===== config.mk =====
export PLATFORM = sky130hd
export DESIGN_NAME = comparador_serial
export DESIGN_NICKNAME = d
export VERILOG_FILES = /design/src/rtl/comparador_serial_pkg.sv /design/src/rtl/comparador_digito.sv /design/src/rtl/comparador_serial.sv
export SDC_FILE = /design/constraint.sdc
export NUM_CORES = 1
export LEC_CHECK = 0
export ABC_AREA = 0
export BUFFER_PORTS_ARGS = -buffer_cell sky130_fd_sc_hd__buf_2
export CAP_MARGIN = 15
export CORE_UTILIZATION = 58
export DETAILED_ROUTE_END_ITERATION = 8
export GPL_TIMING_DRIVEN = 0
export PLACE_DENSITY = 0.84
export SYNTH_ARGS = -nofsm -noshare
export SYNTH_HDL_FRONTEND = slang
export SYNTH_SLANG_ARGS = --single-unit

===== constraint.sdc =====
create_clock -name clk -period 5 [get_ports clk]
set_input_delay 0.5 -clock clk [delete_from_list [all_inputs] [get_ports clk]]
set_output_delay 0.5 -clock clk [all_outputs]
set_load 0.02 [all_outputs]

===== src/rtl/comparador_serial_pkg.sv =====
// rtl/comparador_serial_pkg.sv - shared encodings for the serial magnitude comparator
// Purpose: accumulator codes, FSM state codes and scan-direction codes
//          used by comparador_serial and comparador_digito.
// Ports:   none (package).
package comparador_serial_pkg;

  // Running comparison result carried from digit to digit.
  localparam logic [1:0] CMP_EQ = 2'b00;
  localparam logic [1:0] CMP_GT = 2'b01;
  localparam logic [1:0] CMP_LT = 2'b10;

  // Controller states.
  localparam logic [1:0] ST_IDLE = 2'd0;
  localparam logic [1:0] ST_RUN  = 2'd1;
  localparam logic [1:0] ST_DONE = 2'd2;

  // Scan direction: DI = right-to-left (LSB first), ID = left-to-right (MSB first).
  localparam logic MODE_DI = 1'b0;
  localparam logic MODE_ID = 1'b1;

endpackage


===== src/rtl/comparador_digito.sv =====
// rtl/comparador_digito.sv - one iterative comparator cell, reused once per clock
// Purpose: folds one D-bit digit pair into the running comparison result.
// Ports:   digit_a, digit_b - D-bit digits of operands A and B
//          acc_in           - result accumulated so far (CMP_*)
//          mode             - MODE_DI (LSB first) or MODE_ID (MSB first)
//          acc_out          - updated result
module comparador_digito
  import comparador_serial_pkg::*;
#(
  parameter int D = 1
) (
  input  logic [D-1:0] digit_a,
  input  logic [D-1:0] digit_b,
  input  logic [1:0]   acc_in,
  input  logic         mode,
  output logic [1:0]   acc_out
);

  always_comb begin
    acc_out = acc_in;
    // LSB-first: every more significant mismatch overrides the earlier result.
    // MSB-first: only the first mismatch counts; later digits are less significant.
    if (digit_a != digit_b) begin
      if (mode == MODE_DI || acc_in == CMP_EQ) begin
        acc_out = (digit_a > digit_b) ? CMP_GT : CMP_LT;
      end
    end
  end

endmodule


===== src/rtl/comparador_serial.sv =====
// rtl/comparador_serial.sv - serial magnitude comparator, D bits per clock
// Purpose: compares two W-bit operands digit by digit under a start/done
//          handshake. Optional macro COMPARADOR_SERIAL_SIGNED_EN treats the
//          operands as two's complement (unsigned when undefined).
// Ports:   clk, reset     - clock, synchronous active-high reset
//          start          - request, accepted in IDLE or DONE
//          mode           - 0 LSB first, 1 MSB first with early exit
//          a, b           - operands, latched with start
//          busy, done     - busy in RUN/DONE, done one-cycle pulse
//          gt, eq, lt     - held result flags
//          cycles         - digits processed for the last result
module comparador_serial
  import comparador_serial_pkg::*;
#(
  parameter  int W  = 8,
  parameter  int D  = 1,
  localparam int N  = W / D,
  localparam int CW = $clog2(N + 1)
) (
  input  logic          clk,
  input  logic          reset,
  input  logic          start,
  input  logic          mode,
  input  logic [W-1:0]  a,
  input  logic [W-1:0]  b,
  output logic          busy,
  output logic          done,
  output logic          gt,
  output logic          eq,
  output logic          lt,
  output logic [CW-1:0] cycles
);

  localparam int IW = (N > 1) ? $clog2(N) : 1;
  localparam logic [IW-1:0] IDX_LAST = IW'(N - 1);

  logic [1:0]    state_q, state_d;
  logic [W-1:0]  a_q, a_d, b_q, b_d;
  logic          mode_q, mode_d;
  logic [1:0]    acc_q, acc_d;
  logic [IW-1:0] idx_q, idx_d;
  logic [CW-1:0] cycles_q, cycles_d;
  logic          gt_q, gt_d, eq_q, eq_d, lt_q, lt_d;

  logic [W-1:0]  a_lat, b_lat;
  logic [D-1:0]  dig_a, dig_b;
  logic [1:0]    acc_next;
  logic          last;

`ifdef COMPARADOR_SERIAL_SIGNED_EN
  // Flipping the sign bit maps two's complement order onto unsigned order.
  localparam logic [W-1:0] SIGN_MASK = W'(1) << (W - 1);
  assign a_lat = a ^ SIGN_MASK;
  assign b_lat = b ^ SIGN_MASK;
`else
  assign a_lat = a;
  assign b_lat = b;
`endif

  assign dig_a = a_q[idx_q*D +: D];
  assign dig_b = b_q[idx_q*D +: D];

  comparador_digito #(.D(D)) u_celda (
    .digit_a (dig_a),
    .digit_b (dig_b),
    .acc_in  (acc_q),
    .mode    (mode_q),
    .acc_out (acc_next)
  );

  always_comb begin
    state_d  = state_q;
    a_d      = a_q;
    b_d      = b_q;
    mode_d   = mode_q;
    acc_d    = acc_q;
    idx_d    = idx_q;
    cycles_d = cycles_q;
    gt_d     = gt_q;
    eq_d     = eq_q;
    lt_d     = lt_q;
    last     = 1'b0;
    case (state_q)
      ST_IDLE, ST_DONE: begin
        if (start) begin
          a_d      = a_lat;
          b_d      = b_lat;
          mode_d   = mode;
          acc_d    = CMP_EQ;
          idx_d    = (mode == MODE_ID) ? IDX_LAST : '0;
          cycles_d = '0;
          state_d  = ST_RUN;
        end else begin
          state_d = ST_IDLE;
        end
      end
      ST_RUN: begin
        acc_d    = acc_next;
        cycles_d = cycles_q + CW'(1);
        // MSB-first stops at the first mismatch; LSB-first always walks all N digits.
        if (mode_q == MODE_DI) begin
          last = (idx_q == IDX_LAST);
        end else begin
          last = (idx_q == '0) || (acc_next != CMP_EQ);
        end
        if (last) begin
          state_d = ST_DONE;
          gt_d    = (acc_next == CMP_GT);
          eq_d    = (acc_next == CMP_EQ);
          lt_d    = (acc_next == CMP_LT);
        end else begin
          idx_d = (mode_q == MODE_DI) ? idx_q + IW'(1) : idx_q - IW'(1);
        end
      end
      default: state_d = ST_IDLE;
    endcase
  end

  always_ff @(posedge clk) begin
    if (reset) begin
      state_q  <= ST_IDLE;
      a_q      <= '0;
      b_q      <= '0;
      mode_q   <= MODE_DI;
      acc_q    <= CMP_EQ;
      idx_q    <= '0;
      cycles_q <= '0;
      gt_q     <= 1'b0;
      eq_q     <= 1'b0;
      lt_q     <= 1'b0;
    end else begin
      state_q  <= state_d;
      a_q      <= a_d;
      b_q      <= b_d;
      mode_q   <= mode_d;
      acc_q    <= acc_d;
      idx_q    <= idx_d;
      cycles_q <= cycles_d;
      gt_q     <= gt_d;
      eq_q     <= eq_d;
      lt_q     <= lt_d;
    end
  end

  assign busy   = (state_q != ST_IDLE);
  assign done   = (state_q == ST_DONE);
  assign gt     = gt_q;
  assign eq     = eq_q;
  assign lt     = lt_q;
  assign cycles = cycles_q;

endmodule


==> metrics.cfg <==
[timing]
fin_crit_sh_pct = 64.9
worstMarginPinSlew_ps = 480
rsz0062_at_grt = no
setup_viol = 0
setup_tns_ps = 0
slew_violations = 0
hold_violations = 0
period_minus_slack_ps = 3250
fin_skew_ps = 10.4
slew_headroom_pct = 68.0
max_freq_mhz = 308

[pwr]
p_sw_mw = 0.161
switching_share_pct = 30.5
seq_power_share_pct = 51.5
vdd_drop_max_mv = 0.230
total_power_mw = 0.526
p_leak_nw = 0.681
pwr_density_cell_mw_per_mm2 = 311
clkPwrFrac_pct = 24.9
p_comb_share_pct = 23.6
internal_power_mw = 0.365

[floorplan]
die_w_um = 52.4
dieArea_mm2 = 0.00275
ios = 29
initial_utilization_pct = 64.2
rows = 17
die_h_um = 52.4
core_mm2 = 0.00230

[placed_design]
post-dp-hpwl_mm = 2.44
numPortBuffers = 28
gp_routability_congestion = 0.785

[yosys]
syn_avg_cell_area_um2 = 8.67
async_flop_share_pct = 0
syn-num-nets = 193
ys.flop_type = dfxtp_1
post_synth_most_frequent_cells = 36 x nand2_1, 31 x dfxtp_1, 23 x a21oi_1
seq_area_frac_synth_pct = 42.1
synth_area_leader_cell = dfxtp_1
syn_area_mm2 = 0.00147
yosysMostFrequentCell = nand2_1
synth_warnings = 0
syn_inst = 170
synthDistinctLibCells = 44
synth.top_cell.area_share_pct = 42.1
synth_edf_count = 0
synth_area_leaders = dfxtp_1 42%, nand2_1 9.2%, a21oi_1 7.8%
ys_ff_latch = 31

[clock_network]
clkLatencyLatePin_ps = 340
clock_tree.buffer_depth = 2
cts_resized = 0
tritoncts = built
cts-root-buf = clkbuf_4
ctsHoldBuffers = 0
numCtsBuffers = 5
clkTransAtPathRegs_ps = 90
cts_sinks = 31
htree_levels = 2
postCtsSetupRepairBufs = 0

[setup_path]
worstPathArrival_ps = 3500
endpoint_kind = register
rr_endpoint = idx_q[1]
critical_path_class = register to register
r2r_setup_slack_ps = 1750
timing.rr.start = idx_q[0]
r2r_cells = 9
cp_max_fo = 10
critPathLaunchType = register
required_ps = 5260

[layout]
syn2layout_area_growth_pct = 14.7
final_nets = 228
multiInputGateArea_um2 = 773
final_util_pct = 73.6
drive_gt1_share_pct = 23.0
antenna_cells = 0
num-fill-cells = 187
register_area_um2 = 621

[detailed_routing]
finalWirelength_mm = 3.29
maxUsedRoutingLayer = met4
avgRoutedWirePerCell_um = 14.2
dr_wl_met2_mm = 1.57
detail_route.drc_violations = 0
drtAntennaViolNets = 0
vias = 1346
dr.pass1.iters = 4
drt_iter0_markers = 35
m1WireLength_mm = 1.42
viasPerCell = 5.80
wl_met3_um = 200

[status]
status = complete, no violations

[min_path]
min-delay-start = a[4]
min_path_cells = 3
min_path_type = input pin to register
hold_end = a_q[4]

[global_routing]
grt_pass1_vias = 1219
overflow = 0
antenna_found_initial = 0
grt_max_degree = 11
grtUsageTotal_pct = 27.8
grt_pass1_wl_mm = 5.43

[flow_run]
cap_violations = 0

critical path: stages, from the launching register on:
cell      delay [ps]
dfxtp_1          330
clkbuf_1         370
mux4_2           560
mux2_2           280
ha_1             370
or3b_1           400
a211oi_2         350
buf_6            190
nand2_4           60
a311oi_2         250
power by group through the flow:
stage               sequential (mW)  combinational (mW)  clock, mW
finish                        0.271               0.124      0.131
global route                  0.273               0.137      0.145
CTS                           0.271               0.124      0.130
detailed placement            0.276               0.123          0
global placement              0.275               0.118          0
floorplan                     0.276              0.0904          0
layer usage:
layer,global-route usage (%),vias to the layer above
met1,31.9,626
met2,46.0,49
met4,13.2,0
met5,0,-
met3,9.28,11
li1,-,660
worst max-delay path by stage:
stage                     startpoint  endpoint  slack (ps)  cells past startpoint
after CTS                   idx_q[0]  idx_q[1]        1730                      9
after floorplan             idx_q[0]  idx_q[1]        2070                      9
after global placement      idx_q[0]  idx_q[1]        1790                      9
after detailed placement    idx_q[0]  idx_q[1]        1750                      9
after global routing        idx_q[0]  idx_q[1]        1560                      9
final                       idx_q[0]  idx_q[1]        1750                      9
cells by family (layout without fill, tap and decap cells):
kind of cell,Yosys count,count (layout),synth area share (%)
AO/OA/AOI/OAI,43,43,18.1
AND/OR/NAND/NOR,68,68,22.4
flip-flops,31,31,42.1
XOR/XNOR,1,1,0.594
adder cells (fa/ha/maj),3,3,3.06
buffers and inverters,17,51,5.43
multiplexers,7,7,8.32
cells in the final DEF, fill, tap and decap left out, drive strengths merged, types with 2 or more instances in the layout:
| cell type | Yosys | routed |
|---|---|---|
| nor3 | 2 | 2 |
| inv | 3 | 3 |
| buf | 6 | 34 |
| nor2 | 7 | 7 |
| clkbuf | 8 | 14 |
| dfxtp | 31 | 31 |
| nor2b | 5 | 5 |
| a21oi | 23 | 23 |
| nand3 | 2 | 2 |
| mux4 | 4 | 4 |
| mux2 | 2 | 2 |
| o41ai | 2 | 2 |
| a211oi | 2 | 2 |
| nand2 | 37 | 37 |
| nand2b | 3 | 3 |
| or2 | 2 | 2 |
| ha | 2 | 2 |
| a22oi | 2 | 2 |
| o21ai | 6 | 6 |
registers in the layout, indices dropped and copies added, names as in the netlist:
signal and cells:
cycles 4, a_q 8, state_q 2, gt 1, idx_q 3, mode_q 1
eq 1, acc_q 2, lt 1, b_q 8
through the flow:
stage,worst slack [ps],area (µm²),std cells,hold WS (ps)
finish,1750,1690,232,401
CTS,1730,1690,232,398
global placement,1790,1650,226,440
floorplan,2070,1470,170,433
detailed placement,1750,1650,226,447
global route,1560,1690,232,390
area by class of cell:
| type | count | area share, % |
|---|---|---|
| tap | 28 | 2.07 |
| sequential | 31 | 36.7 |
| inverter | 3 | 0.666 |
| timing repair buffer | 28 | 8.29 |
| multi-input combinational | 122 | 45.7 |
| clock buffer | 6 | 2.44 |
| buffer | 14 | 4.07 |
Power figures use the tool's default switching activity.
